===== src/rtl/soc_system_avm_single_read.sv =====
// rtl/soc_system_avm_single_read.sv - single-beat Avalon-MM read engine with stall timeout and fixed read latency
module soc_system_avm_single_read #(
  parameter int READ_LATENCY   = 0,
  parameter int TIMEOUT_CYCLES = 255
) (
  input  logic clk_i,
  input  logic rst_ni,
  input  logic issue_i,
  input  logic addr_i,
  input  logic waitrequest_i,
  output logic read_o,
  output logic address_o,
  output logic accept_o,
  output logic rvalid_o,
  output logic timeout_o
);

  localparam logic [1:0]  LAT_LAST    = (READ_LATENCY > 0) ? 2'(READ_LATENCY - 1) : 2'd0;
  localparam logic [16:0] TIMEOUT_LIM = 17'(TIMEOUT_CYCLES);

  logic        read_q;
  logic        addr_q;
  logic        lat_active_q;
  logic [1:0]  lat_q;
  logic [15:0] stall_q;
  logic [16:0] stall_d;

  assign stall_d   = {1'b0, stall_q} + 17'd1;
  assign read_o    = read_q;
  assign address_o = addr_q;
  assign accept_o  = read_q & ~waitrequest_i;
  assign timeout_o = read_q & waitrequest_i & (stall_d >= TIMEOUT_LIM);
  assign rvalid_o  = (READ_LATENCY == 0) ? accept_o : (lat_active_q && (lat_q == LAT_LAST));

  always_ff @(posedge clk_i or negedge rst_ni) begin
    if (!rst_ni) begin
      read_q       <= 1'b0;
      addr_q       <= 1'b0;
      lat_active_q <= 1'b0;
      lat_q        <= 2'd0;
      stall_q      <= 16'd0;
    end else begin
      if (read_q) begin
        if (waitrequest_i) begin
          if (timeout_o) begin
            read_q <= 1'b0;
          end else if (stall_q != 16'hFFFF) begin
            stall_q <= stall_q + 16'd1;
          end
        end else begin
          read_q <= 1'b0;
          if (READ_LATENCY > 0) begin
            lat_active_q <= 1'b1;
            lat_q        <= 2'd0;
          end
        end
      end
      if (lat_active_q) begin
        if (lat_q == LAT_LAST) lat_active_q <= 1'b0;
        else                   lat_q        <= lat_q + 2'd1;
      end
      // A new issue wins over the accept clear so back-to-back reads keep read high.
      if (issue_i) begin
        read_q  <= 1'b1;
        addr_q  <= addr_i;
        stall_q <= 16'd0;
      end
    end
  end

endmodule


===== config.mk =====
export PLATFORM = sky130hd
export DESIGN_NAME = soc_system_avm_single_read
export DESIGN_NICKNAME = d
export VERILOG_FILES = /design/src/rtl/soc_system_avm_single_read.sv
export SDC_FILE = /design/constraint.sdc
export NUM_CORES = 1
export LEC_CHECK = 0
export CAP_MARGIN = 0
export CORE_MARGIN = 5
export CORE_UTILIZATION = 63
export CTS_BUF_LIST = sky130_fd_sc_hd__clkbuf_8
export DETAILED_ROUTE_END_ITERATION = 8
export PLACE_DENSITY = 0.86
export SYNTH_ARGS = -nofsm -noshare
export SYNTH_HDL_FRONTEND = slang
export SYNTH_SLANG_ARGS = --single-unit

===== constraint.sdc =====
create_clock -name clk_i -period 6.12 [get_ports clk_i]
set_input_delay 1.53 -clock clk_i [delete_from_list [all_inputs] [get_ports clk_i]]
set_output_delay 1.53 -clock clk_i [all_outputs]
set_load 0.01 [all_outputs]

== Yosys cells after proc, flatten, opt, wreduce, memory -nomap -nowiden ==
Index checks and enable logic that the tools add are counted.

* Input bits: 5
* Logic and storage cells: 25
* Memory bits (read-only): 0
* Memories kept: 0
* Bits in latches: 0
* Register bits after elaboration: 18
* Bits in writable memories: 0
* Output and inout bits: 5

* $lt $le $gt $ge: 1
* Divide/modulo/power cells: 0
* Multiply operators: 0
* Equal/unequal tests: 2
* Mux-type cells: 9
* $add $sub $neg: 2
* Reduce and logical (&&, ||, !) cells: 4
* Bitwise gates (word level): 4
* Shift-type cells: 0

{| class="wikitable"
|+ Operator list
! operator !! number
|-
| $mux W16 || 5
|-
| $add A16 B1 Y17 const B || 1
|-
| $ge A17 B8 Y1 const B || 1
|-
| $add A16 B1 Y16 const B || 1
|-
| $ne A16 B16 Y1 const B || 1
|-
| $reduce_bool A2 Y1 || 3
|-
| $mux W1 || 4
|-
| $reduce_and A4 Y1 || 1
|-
| $and A1 B1 Y1 || 3
|-
| $ne A2 B2 Y1 const B || 1
|-
| $not A1 Y1 || 1
|}

== Depth between registers and ports, before layout ==
* Depth after elaboration: 7
* Gate-level depth with buffers: 8
* Depth with buffers taken out: 7

== Least setup slack after synthesis ==
Ideal clock, no wire load.

* Path type: input -> output
* From: in waitrequest_i
* To: out rvalid_o
* Data required time: 4590 ps
* Arrival time: 1912 ps
* Cell stages on the path: 2
* Slack: 2678 ps
* Path buffers: 1
* Path through: nor2b_1 buf_4

* Longest elaborated chain between the ends: 2

{| class="wikitable"
|+ RTL lines
! element !! line !! RTL
|-
| from (decl) || 10 || <nowiki>input logic waitrequest_i,</nowiki>
|-
| $not A1 Y1 || 31 || <nowiki>assign accept_o = read_q & ~waitrequest_i;</nowiki>
|-
| $and A1 B1 Y1 || 31 ||
|-
| to (decl) || 14 || <nowiki>output logic rvalid_o,</nowiki>
|}

Every way passes these cells.

== Worst setup path in the final report ==
* From: reg stall_q[0]
* To: out timeout_o

* Longest elaborated chain between the ends: 3

{| class="wikitable"
|+ RTL lines
! element !! line !! RTL
|-
| from (decl) || 25 || <nowiki>logic [15:0] stall_q;</nowiki>
|-
| from (signal assigned) || 48 || <nowiki>stall_q <= stall_q + 16'd1;</nowiki>
|-
| $add A16 B1 Y17 || 28 || <nowiki>assign stall_d = {1'b0, stall_q} + 17'd1;</nowiki>
|-
| $ge A17 B8 Y1 || 32 || <nowiki>assign timeout_o = read_q & waitrequest_i & (stall_d >= TIMEOUT_LIM);</nowiki>
|-
| $and A1 B1 Y1 || 32 ||
|-
| to (decl) || 15 || <nowiki>output logic timeout_o</nowiki>
|}

Every way passes these cells.

==> metrics.csv <==
stage;metric;value;unit
outcome;status;complete, no violations;
sta;hold_violations;0;
synthesis;synth_most_common_cell;dfrtp_1;
floorplan;die_y;53;um
hold_path;hold_path_class;flop to flop;
floorplan;ios;10;
clocking;cts_hold_buf;0;
clocking;htreeDepth;1;
setup_path;worstPathRequired;4590;ps
drt;routed_wl;2420;um
layout;fillerInstances;125;
placement;placed_cell_area;1270;um^2
synthesis;syn-mean-instance-area;9.55;um^2
synthesis;yosysSeqAreaShare;0.387;
drt;drc_errors;0;
drt;first_pass_iters;4;
layout;fin_area;1320;um^2
hold_path;holdPathEnd;address_o;
synthesis;synthDistinctLibCells;32;
clocking;cts_tree;yes;
floorplan;core;1750;um^2
synthesis;ys_async_sr_fraction;1.00;
synthesis;synth-main-ff-cell;dfrtp_1;
sta;min_period_over_period;0.752;
placement;dp_hpwl;1660;um
floorplan;dieArea;2810;um^2
clocking;insertion_delay;260;ps
drt;wire_per_inst;15.5;um
layout;syn_to_final_growth;13.5;%
power;p_leak;0.000532;uW
setup_path;crit_arrival;3070;ps
clocking;cts_made_buffers;3;
setup_path;critPathCaptureType;primary output;
setup_path;r2r_cells;7;
sta;setup_viol;0;
power;vdd_drop_max;173;uV
drt;viasPerCell;6.21;
setup_path;r2r_start;stall_q[0];
grt;grt_pass1_vias;899;
clocking;clk_pin_slew;70;ps
sta;whs;512;ps
setup_path;r2r_slack;3160;ps
clocking;root_buffer;clkbuf_8;
hold_path;hold_path_depth;1;
synthesis;synth.top_cell.area_share;0.387;
sta;slew_headroom;0.452;
synthesis;synth_area_leaders;dfrtp_1 (39%), mux2_2 (6.8%), nor2b_1 (4.3%);
placement;portBuffers;9;
sta;rsz0062_at_grt;no;
grt;grt_use_total;0.213;
sta;finalMaxSlewViolations;0;
setup_path;path_class;flop to primary output;
setup_path;critPathMaxFanout;10;
run;cap_viol_max_count;0;
synthesis;ys_seq_elements;18;
synthesis;synth_edf_count;0;
sta;finalCriticalPeriod;4600;ps
power;pwr_density_cell;187;nW/um^2
drt;postRouteAntennaNets;0;
synthesis;syn_inst;122;
synthesis;netlist_area;1160;um^2
placement;globalplace.congestion;0.867;
drt;vias;968;
grt;grt_max_degree;25;
sta;fmax;217;MHz
drt;first_iter_violations;30;
floorplan;die_w;53;um
layout;antennaDiodeCount;0;
clocking;cts.sinks;18;
layout;drive_gt1_frac;0.153;
hold_path;hp-start;address_o;
synthesis;synth_common_cells;dfrtp_1 (18), nor2_1 (13), nand3_1 (8), nor2b_1 (8);
sta;tightest_slew;819;ps
clocking;clockBufferDepth;2;
clocking;cts_resized;0;
clocking;postCtsSetupBuffers;0;
grt;antenna_found_initial;0;
floorplan;rows;15;
grt;grt_pass1_wl;4280;um
floorplan;start_util;0.667;
synthesis;syn_nets;129;
sta;fin_skew;3.65;ps
grt;globalRouteOverflowTotal;0;
sta;tns;0;ps
setup_path;worstReg2RegEnd;stall_q[0];
synthesis;yosys.area.top_type;dfrtp_1;
layout;final_net_count;139;
setup_path;start_kind;flop;
synthesis;yosys_warnings;0;
==> worst max path at each step <==
| stage | from | end | cells after the start |
|---|---|---|---|
| 6_report | stall_q[0] | timeout_o | 8 |
| 5_1_grt | stall_q[0] | timeout_o | 8 |
| 4_1_cts | stall_q[0] | timeout_o | 8 |
| 3_5_place_dp | waitrequest_i | timeout_o | 4 |
| 3_3_place_gp | waitrequest_i | timeout_o | 4 |
| 2_1_floorplan | waitrequest_i | rvalid_o | 2 |
==> cell type report <==
type	count	area (um^2)	area share
sequential	18	450	0.341
timing repair buffer	9	90.1	0.0681
tap	25	31.3	0.0237
multi-input combinational	98	688	0.520
inverter	2	7.51	0.00568
clock buffer	4	55.1	0.0416
==> routing by layer <==
metal / vias up / track usage / routed length (um)
met3: 9 / 0.0394 / 124
met4: 0 / 0.0979 / 70
li1: 471 / - / -
met2: 33 / 0.324 / 1120
met1: 455 / 0.289 / 1100
met5: - / 0 / 0
==> stage by stage <==
step | power, uW | instances | utilization | setup slack (ps)
2_1_floorplan | 139 | 122 | - | 2680
3_3_place_gp | 149 | 152 | 0.726 | 1710
3_5_place_dp | 151 | 152 | 0.726 | 1670
4_1_cts | 248 | 156 | 0.758 | 1540
5_1_grt | 255 | 156 | 0.758 | 1260
6_report | 247 | 156 | 0.758 | 1520
==> sequential cells by signal (all words and copies together) (netlist names) <==
signal     cells
stall_q       16
address_o      1
read_o         1
==> placed cells by master (no fill, tap or decap), drive strengths merged <==
cell / instances
xnor2: 3
and3: 2
nor2b: 8
dfrtp: 18
o21ai: 1
nor4b: 2
clkbuf: 4
mux2: 9
inv: 2
or2: 3
nor3: 5
o31ai: 2
nand4: 4
or4: 3
a21oi: 4
nor4: 4
nand2: 7
o211ai: 2
or3: 3
mux2i: 2
nor3b: 6
o32ai: 2
o21a: 1
a31oi: 1
clkdlybuf4s50: 9
and4b: 1
ha: 2
nand3: 8
nor2: 13
==> where the power goes <==
group	total [uW]	switching (uW)	internal (uW)
registers	124	3.13	121
clock network	98.8	41.6	57.3
logic	24.0	12.5	11.5
==> worst max-delay path: stages (launching register included) <==
cell	delay, ps
dfrtp_1	490
ha_1	310
nor2b_1	210
a31oi_1	130
o21a_1	220
o32ai_2	670
nor3_1	110
nor2_1	130
clkdlybuf4s50_1	550
==> logic make-up (layout without fill, tap and decap cells) <==
group                    after synthesis  count (layout)  share of synthesized area
AO/OA/AOI/OAI                         13              13                     0.0870
XOR/XNOR                               3               3                     0.0226
adder cells (fa/ha/maj)                2               2                     0.0215
buffers and inverters                  6              15                     0.0226
flip-flops                            18              18                      0.387
multiplexers                          11              11                      0.111
AND/OR/NAND/NOR                       69              69                      0.349
(Power assumes the default switching activity.)
